$ cat src/rtl/am_insertion_scheduler_if.sv
// Block-stream handshake and sequencing bundle between the AM insertion
// scheduler (master) and the surrounding datapath (slave).
interface am_insertion_scheduler_if #(
  parameter int AM_BLOCKS = 4,
  parameter int CNT_W     = 13,
  parameter int PER_W     = 16
);
  localparam int AM_W = (AM_BLOCKS > 1) ? $clog2(AM_BLOCKS) : 1;

  logic             i_enable;
  logic             i_data_valid;
  logic             o_data_ready;
  logic             i_out_ready;
  logic             o_block_valid;
  logic             o_sel_am;
  logic [AM_W-1:0]  o_am_idx;
  logic             o_sync;
  logic [CNT_W-1:0] o_block_cnt;
  logic [PER_W-1:0] o_period_cnt;

  modport master (
    input  i_enable, i_data_valid, i_out_ready,
    output o_data_ready, o_block_valid, o_sel_am, o_am_idx, o_sync,
           o_block_cnt, o_period_cnt
  );

  modport slave (
    output i_enable, i_data_valid, i_out_ready,
    input  o_data_ready, o_block_valid, o_sel_am, o_am_idx, o_sync,
           o_block_cnt, o_period_cnt
  );
endinterface

$ cat src/rtl/am_insertion_scheduler.sv
// Splits one flow's block stream into AM periods: AM_BLOCKS marker blocks
// followed by payload blocks, BLOCKS_REPETITION blocks per period in total.
module am_insertion_scheduler #(
  parameter int BLOCKS_REPETITION = 8192,
  parameter int AM_BLOCKS         = 4,
  parameter int CNT_W             = 13,
  parameter int PER_W             = 16
) (
  input  logic                     clk,
  input  logic                     rst,
  am_insertion_scheduler_if.master sif
);
  localparam int AM_W = (AM_BLOCKS > 1) ? $clog2(AM_BLOCKS) : 1;
  localparam logic [CNT_W-1:0] CNT_LAST = CNT_W'(BLOCKS_REPETITION - 1);
  localparam logic [AM_W-1:0]  AM_LAST  = AM_W'(AM_BLOCKS - 1);

  typedef enum logic [1:0] {
    S_IDLE = 2'd0,
    S_AM   = 2'd1,
    S_DATA = 2'd2
  } state_e;

  state_e           state_q, state_d;
  logic [CNT_W-1:0] block_cnt_q, block_cnt_d;
  logic [AM_W-1:0]  am_idx_q, am_idx_d;
  logic [PER_W-1:0] period_cnt_q, period_cnt_d;

  logic blk_valid;
  logic data_ready;
  logic sel_am;
  logic sync;
  logic xfer;

  // Handshake outputs decode from state; payload side is a pure pass-through.
  always_comb begin
    blk_valid  = 1'b0;
    data_ready = 1'b0;
    sel_am     = 1'b0;
    sync       = 1'b0;
    case (state_q)
      S_AM: begin
        blk_valid = 1'b1;
        sel_am    = 1'b1;
        sync      = (am_idx_q == AM_W'(0));
      end
      S_DATA: begin
        blk_valid  = sif.i_data_valid;
        data_ready = sif.i_out_ready;
      end
      default: begin
        blk_valid = 1'b0;
      end
    endcase
  end

  assign xfer = blk_valid & sif.i_out_ready;

  // Next-state and counter update; a disable wins over a concurrent transfer.
  always_comb begin
    state_d      = state_q;
    block_cnt_d  = block_cnt_q;
    am_idx_d     = am_idx_q;
    period_cnt_d = period_cnt_q;
    case (state_q)
      S_IDLE: begin
        block_cnt_d  = CNT_W'(0);
        am_idx_d     = AM_W'(0);
        period_cnt_d = PER_W'(0);
        if (sif.i_enable) begin
          state_d = S_AM;
        end else begin
          state_d = S_IDLE;
        end
      end
      S_AM: begin
        if (!sif.i_enable) begin
          state_d      = S_IDLE;
          block_cnt_d  = CNT_W'(0);
          am_idx_d     = AM_W'(0);
          period_cnt_d = PER_W'(0);
        end else if (xfer) begin
          block_cnt_d = block_cnt_q + CNT_W'(1);
          if (am_idx_q == AM_LAST) begin
            state_d  = S_DATA;
            am_idx_d = AM_W'(0);
          end else begin
            am_idx_d = am_idx_q + AM_W'(1);
          end
        end else begin
          state_d = S_AM;
        end
      end
      S_DATA: begin
        if (!sif.i_enable) begin
          state_d      = S_IDLE;
          block_cnt_d  = CNT_W'(0);
          am_idx_d     = AM_W'(0);
          period_cnt_d = PER_W'(0);
        end else if (xfer) begin
          if (block_cnt_q == CNT_LAST) begin
            state_d      = S_AM;
            block_cnt_d  = CNT_W'(0);
            period_cnt_d = period_cnt_q + PER_W'(1);
          end else begin
            block_cnt_d = block_cnt_q + CNT_W'(1);
          end
        end else begin
          state_d = S_DATA;
        end
      end
      default: begin
        state_d      = S_IDLE;
        block_cnt_d  = CNT_W'(0);
        am_idx_d     = AM_W'(0);
        period_cnt_d = PER_W'(0);
      end
    endcase
  end

  // State and counter registers.
  always_ff @(posedge clk or posedge rst) begin
    if (rst) begin
      state_q      <= S_IDLE;
      block_cnt_q  <= CNT_W'(0);
      am_idx_q     <= AM_W'(0);
      period_cnt_q <= PER_W'(0);
    end else begin
      state_q      <= state_d;
      block_cnt_q  <= block_cnt_d;
      am_idx_q     <= am_idx_d;
      period_cnt_q <= period_cnt_d;
    end
  end

  assign sif.o_block_valid = blk_valid;
  assign sif.o_data_ready  = data_ready;
  assign sif.o_sel_am      = sel_am;
  assign sif.o_sync        = sync;
  assign sif.o_am_idx      = am_idx_q;
  assign sif.o_block_cnt   = block_cnt_q;
  assign sif.o_period_cnt  = period_cnt_q;
endmodule

$ cat src/flat_wrapper.sv
// flat-port wrapper written by rule: the top's interface ports become plain ports
module am_insertion_scheduler_flat 
#(
  parameter int BLOCKS_REPETITION = 8192,
  parameter int AM_BLOCKS         = 4,
  parameter int CNT_W             = 13,
  parameter int PER_W             = 16
)
  (clk, rst, sif_i_enable, sif_i_data_valid, sif_i_out_ready, sif_o_data_ready, sif_o_block_valid, sif_o_sel_am, sif_o_am_idx, sif_o_sync, sif_o_block_cnt, sif_o_period_cnt);
  am_insertion_scheduler_if #(.AM_BLOCKS(AM_BLOCKS), .CNT_W(CNT_W), .PER_W(PER_W)) sif_i ();
  input  logic clk;
  input  logic rst;
  input wire logic [$bits(sif_i.i_enable)-1:0] sif_i_enable;
  input wire logic [$bits(sif_i.i_data_valid)-1:0] sif_i_data_valid;
  input wire logic [$bits(sif_i.i_out_ready)-1:0] sif_i_out_ready;
  output wire logic [$bits(sif_i.o_data_ready)-1:0] sif_o_data_ready;
  output wire logic [$bits(sif_i.o_block_valid)-1:0] sif_o_block_valid;
  output wire logic [$bits(sif_i.o_sel_am)-1:0] sif_o_sel_am;
  output wire logic [$bits(sif_i.o_am_idx)-1:0] sif_o_am_idx;
  output wire logic [$bits(sif_i.o_sync)-1:0] sif_o_sync;
  output wire logic [$bits(sif_i.o_block_cnt)-1:0] sif_o_block_cnt;
  output wire logic [$bits(sif_i.o_period_cnt)-1:0] sif_o_period_cnt;
  assign sif_i.i_enable = sif_i_enable;
  assign sif_i.i_data_valid = sif_i_data_valid;
  assign sif_i.i_out_ready = sif_i_out_ready;
  assign sif_o_data_ready = sif_i.o_data_ready;
  assign sif_o_block_valid = sif_i.o_block_valid;
  assign sif_o_sel_am = sif_i.o_sel_am;
  assign sif_o_am_idx = sif_i.o_am_idx;
  assign sif_o_sync = sif_i.o_sync;
  assign sif_o_block_cnt = sif_i.o_block_cnt;
  assign sif_o_period_cnt = sif_i.o_period_cnt;
  am_insertion_scheduler #(.BLOCKS_REPETITION(BLOCKS_REPETITION), .AM_BLOCKS(AM_BLOCKS), .CNT_W(CNT_W), .PER_W(PER_W)) u_core (.clk(clk), .rst(rst), .sif(sif_i));
endmodule
$ cat config.mk
export PLATFORM = sky130hd
export DESIGN_NAME = am_insertion_scheduler_flat
export DESIGN_NICKNAME = d
export VERILOG_FILES = /design/src/rtl/am_insertion_scheduler_if.sv /design/src/rtl/am_insertion_scheduler.sv /design/src/flat_wrapper.sv
export SDC_FILE = /design/constraint.sdc
export NUM_CORES = 1
export LEC_CHECK = 0
export ABC_AREA = 1
export CELL_PAD_IN_SITES_DETAIL_PLACEMENT = 0
export CELL_PAD_IN_SITES_GLOBAL_PLACEMENT = 1
export CORE_MARGIN = 8
export CORE_UTILIZATION = 45
export DETAILED_ROUTE_END_ITERATION = 16
export DONT_BUFFER_PORTS = 1
export PLACE_DENSITY = 0.81
export SYNTH_ARGS = -nofsm -noshare
export SYNTH_HDL_FRONTEND = slang
export SYNTH_SLANG_ARGS = --single-unit
$ cat constraint.sdc
create_clock -name clk -period 1.9 [get_ports clk]
set_input_delay 0.19 -clock clk [delete_from_list [all_inputs] [get_ports clk]]
set_output_delay 0.19 -clock clk [all_outputs]
set_load 0.02 [all_outputs]
==> impl_metrics.py <==
metrics = {
    "status": {
        "status": "finished clean",
    },
    "finish": {
        "final_util_pct": 55.29,
        "drive_gt1_share_pct": 14.97,
        "n_antenna_cell": 0,
        "layout_commonest_cell": "nand2_1",
        "layout_common_cells": "84 x nand2_1, 44 x inv_1, 42 x nor2_1",
        "syn_to_final_growth_pct": 18.37,
        "finalNetCount": 368,
        "fin_cells": 421,
    },
    "timing": {
        "slew_violations": 0,
        "rsz0062_at_grt": "false",
        "fin_ws_ns": 0.09110,
        "finalSetupTns_ns": 0,
        "timing.final.hold_violations": 0,
        "fin_crit_ns": 1.809,
        "worstMarginPinSlew_ns": 0.4447,
        "fin_worst_skew_ns": 0.009803,
        "setup_viol": 0,
        "timing.fmax_ghz": 0.5528,
        "period_share_pct": 95.21,
        "relSlewSlack_pct": 70.35,
    },
    "logic_synthesis": {
        "synth_nets": 336,
        "syn_area_um2": 2221,
        "ys_ff_latch": 33,
        "avgSynthCellArea_um2": 6.919,
        "yosysWarnings": 0,
        "synth_cells": 321,
        "yosysSeqAreaShare_pct": 37.18,
        "ys_types": 29,
    },
    "global_routing": {
        "grt_first_pass_wirelength_um": 9225,
        "grt_max_degree": 34,
        "grt_usage_pct": 15.55,
        "antenna_found_initial": 0,
        "grt_pass1_vias": 1916,
        "gr-total-overflow": 0,
    },
    "worst_setup_path": {
        "cp-end-kind": "output port",
        "cp.arrival_ns": 1.62,
        "reg2reg_slack_ns": 0.15,
        "cp.required_ns": 1.71,
        "cp_max_fo": 4,
        "critical_path_class": "register to output port",
        "critPathLaunchType": "register",
    },
    "clock_network": {
        "cts_max_path_buffers": 2,
        "path_clk_slew_ns": 0.08,
        "cts_sinks": 33,
        "numCtsBuffers": 5,
        "tritoncts": "built",
        "clock-root-buffer": "clkbuf_8",
        "insertion_delay_ns": 0.29,
        "htree_levels": 2,
    },
    "route": {
        "drt_iter0_markers": 102,
        "wl_met3_um": 366,
        "drc": 0,
        "routed-wl-met2_um": 2405,
        "ant_nets": 0,
        "routedWlPerCell_um": 12.99,
        "highest_layer": "met4",
        "drt_pre_antenna_iters": 4,
        "m1WireLength_um": 2634,
        "viasPerCell": 4.936,
        "num_vias": 2078,
        "drt-total-wl_um": 5467,
    },
    "power": {
        "pwr-share-clk_pct": 31.3,
        "seqPwrFrac_pct": 35.4,
        "p_leak_uw": 0.001273,
        "p_switching_uw": 807.5,
        "pwr_density_cell_nw_per_um2": 841.2,
        "switching_share_pct": 36.52,
        "finalPower_uw": 2211,
        "pwr-share-comb_pct": 33.3,
        "ir_worst_vdd_mv": 0.4338,
        "p_int_uw": 1404,
    },
    "place": {
        "place_ws_ns": 0.07837,
        "place_hpwl_um": 4193,
        "place_congestion": 0.8408,
        "io_buffers": 0,
        "place_inst": 408,
    },
    "floorplan": {
        "fp.dieH_um": 86.25,
        "chipWidth_um": 86.25,
        "num_rows": 25,
        "core_area_um2": 4755,
        "dieArea_um2": 7439,
        "io_pins": 40,
        "start_util_pct": 46.71,
    },
    "run": {
        "drv_cap": 0,
    },
    "worst_hold_path": {
        "hold_path.class": "input port to register",
    },
}
==> through the flow <==
stage	cell area (µm²)	hold WS, ns
detailed placement	2461	0.2133
global route	2629	0.04663
finish	2629	0.05415
CTS	2587	0.04671
global placement	2461	0.2108
floorplan	2221	0.3189
==> registers in the layout (all words and copies together) (netlist names) <==
name and flops:
u_core.state_q 2, u_core.sif.o_block_cnt 13, u_core.sif.o_am_idx 2, u_core.sif.o_period_cnt 16
==> cells by family after synthesis <==
| kind of cell | Yosys count | share of synthesized area (%) |
|---|---|---|
| fa+ha+maj | 10 | 5.634 |
| buf+inv | 56 | 10.25 |
| simple gates | 182 | 35.78 |
| compound gates | 33 | 8.394 |
| xor+xnor | 7 | 2.761 |
| flops | 33 | 37.18 |
==> cells in the mapped netlist, drive strengths merged <==
cell	count	share of area, %
and3	1	0.28
nor3	6	1.4
o21bai	2	0.68
nor3b	1	0.34
xor2	7	2.8
o211ai	1	0.34
nand4	8	2.3
nor2	43	7.6
clkinv	1	0.23
nand3	33	8.0
buf	5	1.6
a21o	1	0.34
dfrtp	33	37
clkbuf	1	0.17
nand2	89	16
a21oi	7	1.6
o21ai	22	5.5
nand3b	1	0.34
inv	49	8.3
ha	10	5.6
==> final timing paths <==
check,startpoint,endpoint,cells after the start
min in group asynchronous,rst,u_core.sif.o_period_cnt[14],3
setup / recovery,u_core.state_q[1],sif_o_block_valid,6
hold / removal,sif_i_enable,u_core.sif.o_period_cnt[8],2
hold reg to reg,u_core.sif.o_block_cnt[1],u_core.sif.o_block_cnt[1],3
setup reg to reg,u_core.state_q[0],u_core.sif.o_period_cnt[2],10
max in group asynchronous,rst,u_core.sif.o_am_idx[0],3
==> repair_timing <==
action / CTS / global route
endpoints found under the setup margin: 0 / 25
buffers inserted: 0 / 3
hold buffers: 1 / 0
hold endpoints to repair: 33 / 0
gates resized for setup: 0 / 4
==> layer usage <==
| layer | up-vias | global-route usage (%) |
|---|---|---|
| met5 | - | 0 |
| met4 | 0 | 4.695 |
| met3 | 7 | 4.442 |
| met2 | 53 | 25.33 |
| met1 | 937 | 19.38 |
| li1 | 1081 | - |
==> power by group through the flow <==
| stage | registers [µW] | logic (µW) | clock network (µW) |
|---|---|---|---|
| floorplan | 810 | 507 | 0 |
| global placement | 801 | 676 | 0 |
| detailed placement | 803 | 677 | 0 |
| CTS | 789 | 682 | 717 |
| global route | 787 | 827 | 739 |
| finish | 784 | 736 | 691 |
==> final cells by class <==
| class | instances | area [µm²] |
|---|---|---|
| clock inverters | 1 | 30.03 |
| inverters | 50 | 192.7 |
| flip-flops and latches | 33 | 825.8 |
| fillers | 505 | 2126 |
| repair buffers | 30 | 227.7 |
| clock buffers | 7 | 86.33 |
| multi-input cells | 233 | 1182 |
| well taps | 67 | 83.83 |
==> worst max-delay path, cell delays in order, from the launching register on <==
cell     delay [ns]
dfrtp_1        0.38
inv_1          0.10
ha_1           0.35
buf_4          0.15
inv_1          0.04
a21oi_1        0.15
buf_4          0.17
Note: power is estimated with default switching activity, not from simulation.
